===== src/rtl/sync_fifo_pkg.sv =====
// Shared sizing for the FIFO, its interface and any reference model.
package fifo_pkg;
    localparam int DEF_FIFO_WIDTH = 16;
    localparam int DEF_FIFO_DEPTH = 8;
    localparam int DEF_PTR_W      = $clog2(DEF_FIFO_DEPTH);
endpackage


===== src/rtl/sync_fifo_if.sv =====
// FIFO port bundle: requests from the producer/consumer side, status back from the FIFO.
interface fifo_interface
    import fifo_pkg::*;
#(
    parameter int FIFO_WIDTH = DEF_FIFO_WIDTH
);
    logic [FIFO_WIDTH-1:0] data_in;
    logic                  wr_en;
    logic                  rd_en;
    logic [FIFO_WIDTH-1:0] data_out;
    logic                  wr_ack;
    logic                  overflow;
    logic                  underflow;
    logic                  full;
    logic                  empty;
    logic                  almostfull;
    logic                  almostempty;

    modport master (
        output data_in, wr_en, rd_en,
        input  data_out, wr_ack, overflow, underflow,
        input  full, empty, almostfull, almostempty
    );

    modport slave (
        input  data_in, wr_en, rd_en,
        output data_out, wr_ack, overflow, underflow,
        output full, empty, almostfull, almostempty
    );
endinterface


===== src/rtl/sync_fifo_mem.sv =====
// FIFO storage: one synchronous write port, one combinational read port, contents not reset.
module sync_fifo_mem #(
    parameter int WIDTH = 16,
    parameter int DEPTH = 8,
    parameter int AW    = $clog2(DEPTH)
) (
    input  logic             clk,
    input  logic             i_we,
    input  logic [AW-1:0]    i_waddr,
    input  logic [WIDTH-1:0] i_wdata,
    input  logic [AW-1:0]    i_raddr,
    output logic [WIDTH-1:0] o_rdata
);
    logic [WIDTH-1:0] r_mem [DEPTH];

    always_ff @(posedge clk) begin
        if (i_we) begin
            r_mem[i_waddr] <= i_wdata;
        end
    end

    assign o_rdata = r_mem[i_raddr];
endmodule


===== src/rtl/sync_fifo.sv =====
// Single-clock FIFO: pointers, occupancy count, registered read data and handshake pulses.
module sync_fifo
    import fifo_pkg::*;
#(
    parameter int FIFO_WIDTH = DEF_FIFO_WIDTH,
    parameter int FIFO_DEPTH = DEF_FIFO_DEPTH
) (
    input  logic          clk,
    input  logic          rst_n,
    fifo_interface.slave  bus
);
    localparam int PTR_W = $clog2(FIFO_DEPTH);
    localparam logic [PTR_W:0]   CNT_FULL  = (PTR_W+1)'(FIFO_DEPTH);
    localparam logic [PTR_W:0]   CNT_AFULL = (PTR_W+1)'(FIFO_DEPTH - 1);
    localparam logic [PTR_W:0]   CNT_ONE   = (PTR_W+1)'(1);
    localparam logic [PTR_W-1:0] PTR_ONE   = PTR_W'(1);

    logic [PTR_W-1:0]      r_wr_ptr;
    logic [PTR_W-1:0]      r_rd_ptr;
    logic [PTR_W:0]        r_count;
    logic [FIFO_WIDTH-1:0] r_data_out;
    logic                  r_wr_ack;
    logic                  r_overflow;
    logic                  r_underflow;

    logic                  w_full;
    logic                  w_empty;
    logic                  w_wr_accept;
    logic                  w_rd_accept;
    logic [PTR_W:0]        w_count_next;
    logic [FIFO_WIDTH-1:0] w_rdata;

    // Occupancy is tracked by count, so full and empty never depend on pointer equality.
    assign w_full      = (r_count == CNT_FULL);
    assign w_empty     = (r_count == '0);
    assign w_wr_accept = bus.wr_en && !w_full;
    assign w_rd_accept = bus.rd_en && !w_empty;

    // A read on a full FIFO frees a slot even though the concurrent write is refused.
    always_comb begin
        w_count_next = r_count;
        if (w_wr_accept && !w_rd_accept) begin
            w_count_next = r_count + CNT_ONE;
        end else if (w_rd_accept && !w_wr_accept) begin
            w_count_next = r_count - CNT_ONE;
        end
    end

    sync_fifo_mem #(
        .WIDTH (FIFO_WIDTH),
        .DEPTH (FIFO_DEPTH),
        .AW    (PTR_W)
    ) u_mem (
        .clk     (clk),
        .i_we    (w_wr_accept),
        .i_waddr (r_wr_ptr),
        .i_wdata (bus.data_in),
        .i_raddr (r_rd_ptr),
        .o_rdata (w_rdata)
    );

    always_ff @(posedge clk or negedge rst_n) begin
        if (!rst_n) begin
            r_wr_ptr    <= '0;
            r_rd_ptr    <= '0;
            r_count     <= '0;
            r_data_out  <= '0;
            r_wr_ack    <= 1'b0;
            r_overflow  <= 1'b0;
            r_underflow <= 1'b0;
        end else begin
            r_count     <= w_count_next;
            r_wr_ack    <= w_wr_accept;
            r_overflow  <= bus.wr_en && w_full;
            r_underflow <= bus.rd_en && w_empty;
            if (w_wr_accept) begin
                r_wr_ptr <= r_wr_ptr + PTR_ONE;
            end
            if (w_rd_accept) begin
                r_rd_ptr   <= r_rd_ptr + PTR_ONE;
                r_data_out <= w_rdata;
            end
        end
    end

    assign bus.data_out    = r_data_out;
    assign bus.wr_ack      = r_wr_ack;
    assign bus.overflow    = r_overflow;
    assign bus.underflow   = r_underflow;
    assign bus.full        = w_full;
    assign bus.empty       = w_empty;
    assign bus.almostfull  = (r_count == CNT_AFULL);
    assign bus.almostempty = (r_count == CNT_ONE);
endmodule


===== src/flat_wrapper.sv =====
// flat-port wrapper written by rule: the top's interface ports become plain ports
module sync_fifo_flat import fifo_pkg::*;
#(
    parameter int FIFO_WIDTH = DEF_FIFO_WIDTH,
    parameter int FIFO_DEPTH = DEF_FIFO_DEPTH
)
  (clk, rst_n, bus_data_in, bus_wr_en, bus_rd_en, bus_data_out, bus_wr_ack, bus_overflow, bus_underflow, bus_full, bus_empty, bus_almostfull, bus_almostempty);
  fifo_interface #(.FIFO_WIDTH(FIFO_WIDTH)) bus_i ();
  input  logic clk;
  input  logic rst_n;
  input wire logic [$bits(bus_i.data_in)-1:0] bus_data_in;
  input wire logic [$bits(bus_i.wr_en)-1:0] bus_wr_en;
  input wire logic [$bits(bus_i.rd_en)-1:0] bus_rd_en;
  output wire logic [$bits(bus_i.data_out)-1:0] bus_data_out;
  output wire logic [$bits(bus_i.wr_ack)-1:0] bus_wr_ack;
  output wire logic [$bits(bus_i.overflow)-1:0] bus_overflow;
  output wire logic [$bits(bus_i.underflow)-1:0] bus_underflow;
  output wire logic [$bits(bus_i.full)-1:0] bus_full;
  output wire logic [$bits(bus_i.empty)-1:0] bus_empty;
  output wire logic [$bits(bus_i.almostfull)-1:0] bus_almostfull;
  output wire logic [$bits(bus_i.almostempty)-1:0] bus_almostempty;
  assign bus_i.data_in = bus_data_in;
  assign bus_i.wr_en = bus_wr_en;
  assign bus_i.rd_en = bus_rd_en;
  assign bus_data_out = bus_i.data_out;
  assign bus_wr_ack = bus_i.wr_ack;
  assign bus_overflow = bus_i.overflow;
  assign bus_underflow = bus_i.underflow;
  assign bus_full = bus_i.full;
  assign bus_empty = bus_i.empty;
  assign bus_almostfull = bus_i.almostfull;
  assign bus_almostempty = bus_i.almostempty;
  sync_fifo #(.FIFO_WIDTH(FIFO_WIDTH), .FIFO_DEPTH(FIFO_DEPTH)) u_core (.clk(clk), .rst_n(rst_n), .bus(bus_i));
endmodule

===== config.mk =====
export PLATFORM = sky130hd
export DESIGN_NAME = sync_fifo_flat
export DESIGN_NICKNAME = d
export VERILOG_FILES = /design/src/rtl/sync_fifo_pkg.sv /design/src/rtl/sync_fifo_if.sv /design/src/rtl/sync_fifo_mem.sv /design/src/rtl/sync_fifo.sv /design/src/flat_wrapper.sv
export SDC_FILE = /design/constraint.sdc
export NUM_CORES = 1
export LEC_CHECK = 0
export CAP_MARGIN = 0
export CORE_MARGIN = 4
export CORE_UTILIZATION = 62
export CTS_BUF_LIST = sky130_fd_sc_hd__clkbuf_4
export DETAILED_ROUTE_END_ITERATION = 10
export PLACE_DENSITY = 0.93
export SLEW_MARGIN = 0
export SYNTH_ARGS = -nofsm -noshare
export SYNTH_HDL_FRONTEND = slang
export SYNTH_SLANG_ARGS = --single-unit

===== constraint.sdc =====
create_clock -name clk -period 4.8 [get_ports clk]
set_input_delay 0.96 -clock clk [delete_from_list [all_inputs] [get_ports clk]]
set_output_delay 0.96 -clock clk [all_outputs]
set_load 0.01 [all_outputs]

==> out/qor.yml, run 1 <==
layout:
  instances_no_fill: 561
  nNetsFinal: 441
  final_util: 0.7264
  multi_input_area_mm2: 0.001573
  regArea_mm2: 0.004571
  area_delta_synth_final_pct: 13.68
  diodes: 0
  fillers: 617
  design_area_mm2: 0.007133
  drive_above_1_share: 0.1893
floorplanning:
  num_rows: 36
  die-height_um: 108.6
  die_x_um: 108.6
  die-area_mm2: 0.01179
  core_mm2: 0.009819
  start_util: 0.6390
  io_pins: 43
clock_network:
  path_clk_slew_ns: 0.13
  cts_buffers: 17
  cts.path.max_buffers: 2
  cts_resized: 0
  post_cts_buffers: 0
  cts-root-buf: "clkbuf_4"
  cts_tree: "done"
  h-tree-depth: 4
  hold_buffers: 0
  cts_sinks: 157
  clock_latency_ns: 0.53
pwr:
  power_leakage_nw: 2.538
  vdd_drop_max_v: 0.0002605
  power.density_mw_per_mm2: 569.1
  total_power_mw: 4.059
route:
  top_layer: "met4"
  wl_met1_um: 4328
  num_vias: 3358
  wl_met2_um: 6541
  drc: 0
  drt_iter0_drc: 211
  vias_per_cell: 5.986
  firstDrtPassIters: 7
  met3WireLength_um: 881
  detail_route.wirelength_um: 11900
  antenna_left: 0
  wl_per_cell_um: 21.20
logic_synthesis:
  synth_warnings: 0
  ys_ff_latch: 157
  synth_nets: 384
  syn-mean-instance-area_um2: 17.53
  async_flop_share: 0.1847
  synthCells: 358
  yosys.cell_types.count: 32
  yosys.area.top_type: "edfxtp_1"
  synth_fa_ha_area_frac: 0.01196
  yosysSeqAreaShare: 0.7282
  synth-edff-count: 128
  synth-compound-area-share: 0.08455
  synth_mux_area_frac: 0.1137
  syn_area_mm2: 0.006275
  synth_top_family_by_area: "multiplexers"
  synth_top_area_frac: 0.6126
  synth_area_leaders: "edfxtp_1 61%, dfrtp_1 12%, mux2i_1 5.3%"
  ys_top_cells_by_count: "128 x edfxtp_1, 33 x mux2i_1, 29 x dfrtp_1, 17 x mux2_1, 17 x mux2_2"
  synth-xor-area-share: 0.01117
  yosysMostFrequentCell: "edfxtp_1"
  synth_flop_cell: "edfxtp_1"
  synthSimpleGateAreaFrac: 0.02692
worst_setup_path:
  worst_path_largest_cell_delay_ns: 0.55
  cp_top_family: "buffers and inverters"
  worst-path-buf-inv: 3
  cpMostUsedCell: "inv_1"
  crit_chain: "inv_1 -> ha_1 -> nand3b_1 -> inv_1 -> clkdlybuf4s50_1"
  cp_data_required_time_ns: 3.84
  cp-start-kind: "flop"
  end_kind: "output pin"
  cp_max_fo: 6
  critPathArrivalTime_ns: 2.10
  path_class: "reg2out"
  critPathSlowestCell: "clkdlybuf4s50_1"
place:
  place_inst: 529
  place_congestion: 0.7339
  dp_slack_ns: 1.747
  port_buffers: 42
  hpwl_um: 7100
  placed_area_mm2: 0.006854
grt:
  grt_pass1_wl_um: 18730
  antenna_found_initial: 0
  grt_usage: 0.2190
  grt_max_degree: 46
  overflow: 0
  grt_pass1_vias: 3632
worst_hold_path:
  hold_path_class: "reg2reg"
timing:
  drv_slew: 0
  fin_tns_setup_ns: 0
  setup_violations: 0
  whs_ns: 0.5367
  max_freq_ghz: 0.3270
  finalClockSkew_ns: 0.01880
  slew_headroom: 0.2262
  worst_slack_ns: 1.742
  finalCritPeriodShare: 0.6371
  min_period_ns: 3.058
  hold_viol: 0
  rsz0062_at_grt: "no"
  tightest_slew_ns: 1.161
outcome:
  outcome: "finished clean"
run:
  cap_violations: 0
[registers in the layout, summed over array words and instances, names as in the netlist]
signal,cells
u_core.bus.data_out,16
u_core.bus.overflow,1
u_core.bus.underflow,1
u_core.bus.wr_ack,1
u_core.r_count,4
u_core.r_rd_ptr,3
u_core.r_wr_ptr,3
u_core.u_mem.r_mem,128
[per-layer routing]
layer,track usage,up-vias
li1,-,1516
met1,0.2690,1689
met2,0.3804,139
met3,0.05313,14
met4,0.07574,0
met5,0,-
[cells by family after synthesis]
group	count (synthesis)
DFF	157
buffers and inverters	23
muxes	67
and+or+nand+nor	31
AOI/OAI and AO/OA	66
adders and majority gates	6
xor gates and xnor gates	8
[layout make-up]
class                   instances  share of cell area
multi-input cells             178              0.2205
well taps                     133             0.02333
flip-flops and latches        157              0.6408
repair buffers                 56             0.07367
inverters                       5            0.002631
clock inverters                14             0.02017
clock buffers                  18             0.01894
[path summary, 6_finish.rpt]
check	from	end	slack, ns	cells after the start
worst max-delay path	u_core.r_count[0]$_DFFE_PN0P_	bus_full	1.74	5
worst min-delay path	u_core.bus.data_out[10]$_DFFE_PN0P_	u_core.bus.data_out[10]$_DFFE_PN0P_	0.54	2
worst max register to register	u_core.r_count[0]$_DFFE_PN0P_	u_core.r_count[3]$_DFFE_PN0P_	2.03	10
worst min register to register	u_core.bus.data_out[10]$_DFFE_PN0P_	u_core.bus.data_out[10]$_DFFE_PN0P_	0.54	2
max in group asynchronous	rst_n	u_core.r_rd_ptr[0]$_DFFE_PN0P_	3.66	2
min in group asynchronous	rst_n	u_core.r_rd_ptr[1]$_DFFE_PN0P_	0.82	2
[tightest hold or removal path, delay by kind of cell, from the launching register on]
family	cells	cell delay [ns]
compound gates	2	0.14
flops	1	0.37
[power by group]
group	total [mW]	switching [mW]	leakage, nW	internal (mW)
logic	1.31	0.665	0.884	0.644
clock network	0.760	0.446	0.146	0.315
registers	1.99	0.230	1.51	1.76
[cells in the final DEF, fill, tap and decap left out, types with 16 or more instances in the layout]
master           synthesis  routed
a22o_1                  16      16
clkbuf_4                 0      18
clkdlybuf4s50_1          0      42
dfrtp_1                 29      28
edfxtp_1               128     128
mux2_1                  17      17
mux2_2                  17      17
mux2i_1                 33      33
o22ai_1                 16      16
o31ai_2                 16      16
Note: power is estimated with default switching activity, not from simulation.
==> inputs of run 2 (changes only) <==
Settings changed: CORE_UTILIZATION 62 to 61, PLACE_DENSITY 0.93 to 0.92.
Clock period 4.8 ns to 3.2 ns, I/O delays scaled along.
==> run 2 against run 1 <==
Effect of this change:
- critical path depth fell by 1
- core utilization fell by 0.12 points
- global-route usage up 0.89 points
- non-clock buffer count stayed put
- clock-buffer cell count is the same
- first-iteration DRC count is 49% higher
- clock power grew 70%
- sequential power up 46%
- combinational power rose by 60%
- clock skew fell by 0.0023 ns
- total power rose by 55%
==> out/qor.yml, run 2 (synthesized netlist as in run 1, its figures left out) <==
route:
  drc: 0
  antenna_left: 0
  vias_per_cell: 6.159
  wl_per_cell_um: 22.06
  drt_iter0_drc: 314
  num_vias: 3455
  detail_route.wirelength_um: 12370
  firstDrtPassIters: 4
layout:
  fillers: 606
  largest_reg_flops: 128
  final_util: 0.7253
  regMostFlops: "u_core.u_mem.r_mem"
  drive_above_1_share: 0.1963
  nNetsFinal: 441
  diodes: 0
  final_common_cell: "edfxtp_1"
  layout_common_cells: "128 x edfxtp_1, 42 x clkdlybuf4s50_1, 33 x mux2i_1"
  area_delta_synth_final_pct: 14.54
pwr:
  pwr-share-comb: 0.333
  p_seq_frac: 0.462
  power_leakage_nw: 2.569
  net-switching-power_mw: 2.099
  vdd_drop_max_v: 0.0004109
  swShare: 0.3339
  power.density_mw_per_mm2: 874.6
  power.share.clock: 0.204
  p_int_mw: 4.187
timing:
  min_period_ns: 2.761
  tightest_slew_ns: 0.9120
  finalClockSkew_ns: 0.01648
  fin_tns_setup_ns: 0
  setup_violations: 0
  rsz0062_at_grt: "no"
  hold_viol: 0
  slew_headroom: 0.3920
  drv_slew: 0
  max_freq_ghz: 0.3622
  finalCritPeriodShare: 0.8628
worst_setup_path:
  cp-start-kind: "flop"
  path_class: "reg2out"
  cp_data_required_time_ns: 2.56
  crit_chain: "inv_1 -> ha_1 -> nor3b_2 -> clkdlybuf4s50_1"
  worst_path_largest_cell_delay_ns: 0.60
  critPathSlowestCell: "clkdlybuf4s50_1"
  end_kind: "output pin"
  critPathArrivalTime_ns: 2.12
  cp_max_fo: 6
floorplanning:
  core_mm2: 0.009910
  die-height_um: 109.4
  io_pins: 43
  die_x_um: 109.4
  start_util: 0.6332
  num_rows: 36
  die-area_mm2: 0.01197
grt:
  grt_pass1_vias: 3620
  overflow: 0
  grt_max_degree: 53
  grt_usage: 0.2279
  grt_pass1_wl_um: 19440
  antenna_found_initial: 0
place:
  place_congestion: 0.7393
  hpwl_um: 7238
  port_buffers: 42
clock_network:
  cts_tree: "done"
  cts.path.max_buffers: 2
  cts_buffers: 17
  clock_latency_ns: 0.57
  cts-root-buf: "clkbuf_4"
  path_clk_slew_ns: 0.14
  cts_sinks: 157
  hold_buffers: 0
  post_cts_buffers: 0
  cts_resized: 0
  h-tree-depth: 4
outcome:
  outcome: "finished clean"
run:
  cap_violations: 0
worst_hold_path:
  hold_path_class: "in2async"
-- run 2: metrics by stage --
step	power, mW	hold slack [ns]	cells	worst slack, ns	instance area (um2)
finish	6.286	0.4622	561	0.4391	7187
global route	6.601	0.4398	561	0.2702	7187
CTS	6.304	0.4494	561	0.3979	7187
detailed placement	5.020	0.5163	529	0.6604	6867
global placement	4.900	0.5052	529	0.7532	6867
floorplan	4.298	0.3444	358	0.6796	6275
-- run 2: routing by layer --
metal	up-vias	routed length, um	part of all wire	global-route usage
met3	30	880	0.071	0.06107
li1	1523	-	-	-
met4	0	328	0.027	0.09172
met1	1741	4771	0.39	0.2851
met2	161	6393	0.52	0.3801
met5	-	0	0	0
-- run 2: final timing paths --
check / from / endpoint / slack, ns / cells after the start
min in group clk: u_core.bus.data_out[7]$_DFFE_PN0P_ / u_core.bus.data_out[7]$_DFFE_PN0P_ / 0.53 / 2
hold / removal: rst_n / u_core.bus.data_out[4]$_DFFE_PN0P_ / 0.46 / 2
setup / recovery: u_core.r_count[0]$_DFFE_PN0P_ / bus_empty / 0.44 / 4
max in group asynchronous: rst_n / u_core.r_rd_ptr[0]$_DFFE_PN0P_ / 2.42 / 2
setup reg to reg: u_core.r_count[0]$_DFFE_PN0P_ / u_core.r_count[3]$_DFFE_PN0P_ / 0.62 / 9
hold reg to reg: u_core.bus.data_out[7]$_DFFE_PN0P_ / u_core.bus.data_out[7]$_DFFE_PN0P_ / 0.53 / 2
-- run 2: area by class of cell --
class	count	area (um2)	share of cell area
Inverter	5	18.77	0.002611
Clock inverter	14	185.2	0.02577
Tap cell	133	166.4	0.02315
Clock buffer	18	135.1	0.01880
Sequential cell	157	4571	0.6360
Multi-Input combinational cell	178	1573	0.2188
Timing Repair Buffer	56	538.0	0.07486
-- run 2: critical path, delay by kind of cell (launching register included) --
kind          cells  cell delay [ns]
flops             1             0.47
fa+ha+maj         1             0.19
buf+inv           2             0.70
simple gates      1             0.22
-- run 2: power by group through the flow --
stage,combinational [mW],clock [mW],sequential [mW]
finish,2.09,1.29,2.91
global route,2.25,1.41,2.94
CTS,2.10,1.30,2.90
detailed placement,2.07,0,2.95
global placement,1.99,0,2.91
floorplan,1.40,0,2.89
==> inputs of run 3 (changes only) <==
Settings changed: SETUP_SLACK_MARGIN set to 0.5.
==> run 3 against run 2 <==
Effect of this change:
- sequential power barely moved
- global-route usage rose by 0.051 points
- non-clock buffer count rose by 4
- sequential share of layout area fell by 0.29 points
- critical path type unchanged
==> out/qor.yml, run 3 (synthesized netlist as in run 1, its figures left out) <==
clock_network:
  clock_latency_ns: 0.57
  hold_buffers: 0
  cts_tree: "done"
  cts_buffers: 17
  cts.path.max_buffers: 2
  h-tree-depth: 4
  path_clk_slew_ns: 0.14
  cts-root-buf: "clkbuf_4"
  cts_sinks: 157
grt:
  overflow: 0
  grt_pass1_vias: 3641
  grt_pass1_wl_um: 19500
  grt_max_degree: 53
  antenna_found_initial: 0
  grt_usage: 0.2284
pwr:
  p_int_mw: 4.210
  power.density_mw_per_mm2: 874.5
  p_seq_frac: 0.460
  net-switching-power_mw: 2.106
  power_leakage_nw: 2.626
  pwr-share-comb: 0.337
  swShare: 0.3334
  total_power_mw: 6.316
  vdd_drop_max_v: 0.0004105
  power.share.clock: 0.203
timing:
  slew_headroom: 0.3827
  min_period_ns: 2.655
  whs_ns: 0.4642
  fin_tns_setup_ns: 0
  setup_violations: 0
  drv_slew: 0
  max_freq_ghz: 0.3766
  hold_viol: 0
  rsz0062_at_grt: "yes"
  worst_slack_ns: 0.5449
  finalCritPeriodShare: 0.8297
  finalClockSkew_ns: 0.01499
  tightest_slew_ns: 0.9259
worst_setup_path:
  cp-start-kind: "flop"
  end_kind: "output pin"
  cp_data_required_time_ns: 2.56
  path_class: "reg2out"
  critPathArrivalTime_ns: 2.02
  cp_max_fo: 4
layout:
  multi_input_area_mm2: 0.001573
  area_delta_synth_final_pct: 15.09
  largest_reg_flops: 128
  drive_above_1_share: 0.2060
  regArea_mm2: 0.004572
  nNetsFinal: 445
  final_util: 0.7288
  regMostFlops: "u_core.u_mem.r_mem"
  fillers: 601
  diodes: 0
  final_common_cell: "edfxtp_1"
  layout_common_cells: "128 x edfxtp_1, 39 x clkdlybuf4s50_1, 33 x mux2i_1"
  design_area_mm2: 0.007222
  instances_no_fill: 565
place:
  place_congestion: 0.7393
  place_inst: 529
  placed_area_mm2: 0.006867
  dp_slack_ns: 0.6604
  hpwl_um: 7238
  port_buffers: 42
run:
  cap_violations: 0
floorplanning:
  die-height_um: 109.4
  start_util: 0.6332
  io_pins: 43
  die_x_um: 109.4
  die-area_mm2: 0.01197
  num_rows: 36
  core_mm2: 0.009910
route:
  firstDrtPassIters: 5
  detail_route.wirelength_um: 12450
  antenna_left: 0
  drc: 0
  wl_per_cell_um: 22.03
  num_vias: 3441
  drt_iter0_drc: 343
  vias_per_cell: 6.090
outcome:
  outcome: "finished clean"
worst_hold_path:
  hold_path_class: "in2async"
## run 3: changes by cell type in the layout (fill, tap and decap cells not counted), sizes merged
| cell | delta |
|---|---|
| buf | +4 |
| clkdlybuf4s50 | -3 |
| dlymetal6s2s | +2 |
| dlygate4sd2 | +1 |
## run 3: power groups by stage
stage               registers, mW  logic (mW)  clock network [mW]
floorplan                    2.89        1.40                   0
global placement             2.91        1.99                   0
detailed placement           2.95        2.07                   0
CTS                          2.90        2.13                1.30
global route                 2.94        2.29                1.41
finish                       2.90        2.13                1.28
## run 3: cell type report
| cell class | count | area share |
|---|---|---|
| repair buffers | 60 | 0.07918 |
| flip-flops and latches | 157 | 0.6331 |
| clock inverters | 14 | 0.02564 |
| clock buffers | 18 | 0.01871 |
| multi-input cells | 178 | 0.2178 |
| inverters | 5 | 0.002599 |
| well taps | 133 | 0.02304 |
## run 3: repair_timing
item	4_1_cts	5_1_grt
endpoints found under the setup margin	3	2
gates resized for setup	2	2
buffers inserted	3	1
## run 3: worst max-delay path, cell delays in order (launching register included)
cell,delay (ns)
dfrtp_2,0.45
buf_4,0.15
ha_1,0.20
and3b_1,0.17
clkdlybuf4s50_1,0.48
## run 3: routing by layer
layer	up-vias	global-route usage	share of wire
li1	1529	-	-
met1	1734	0.2842	0.39
met2	149	0.3827	0.52
met3	29	0.06107	0.070
met4	0	0.09172	0.027
met5	-	0	0
## run 3: final timing paths
path	startpoint	end	slack, ns	cells past startpoint
setup / recovery	u_core.r_count[0]$_DFFE_PN0P_	bus_almostfull	0.54	4
hold / removal	rst_n	u_core.bus.data_out[4]$_DFFE_PN0P_	0.46	2
setup reg to reg	u_core.r_count[0]$_DFFE_PN0P_	u_core.r_count[3]$_DFFE_PN0P_	0.68	9
hold reg to reg	u_core.r_count[0]$_DFFE_PN0P_	u_core.r_count[0]$_DFFE_PN0P_	0.52	1
max in group asynchronous	rst_n	u_core.r_rd_ptr[0]$_DFFE_PN0P_	2.42	2
min in group clk	u_core.r_count[0]$_DFFE_PN0P_	u_core.r_count[0]$_DFFE_PN0P_	0.52	1
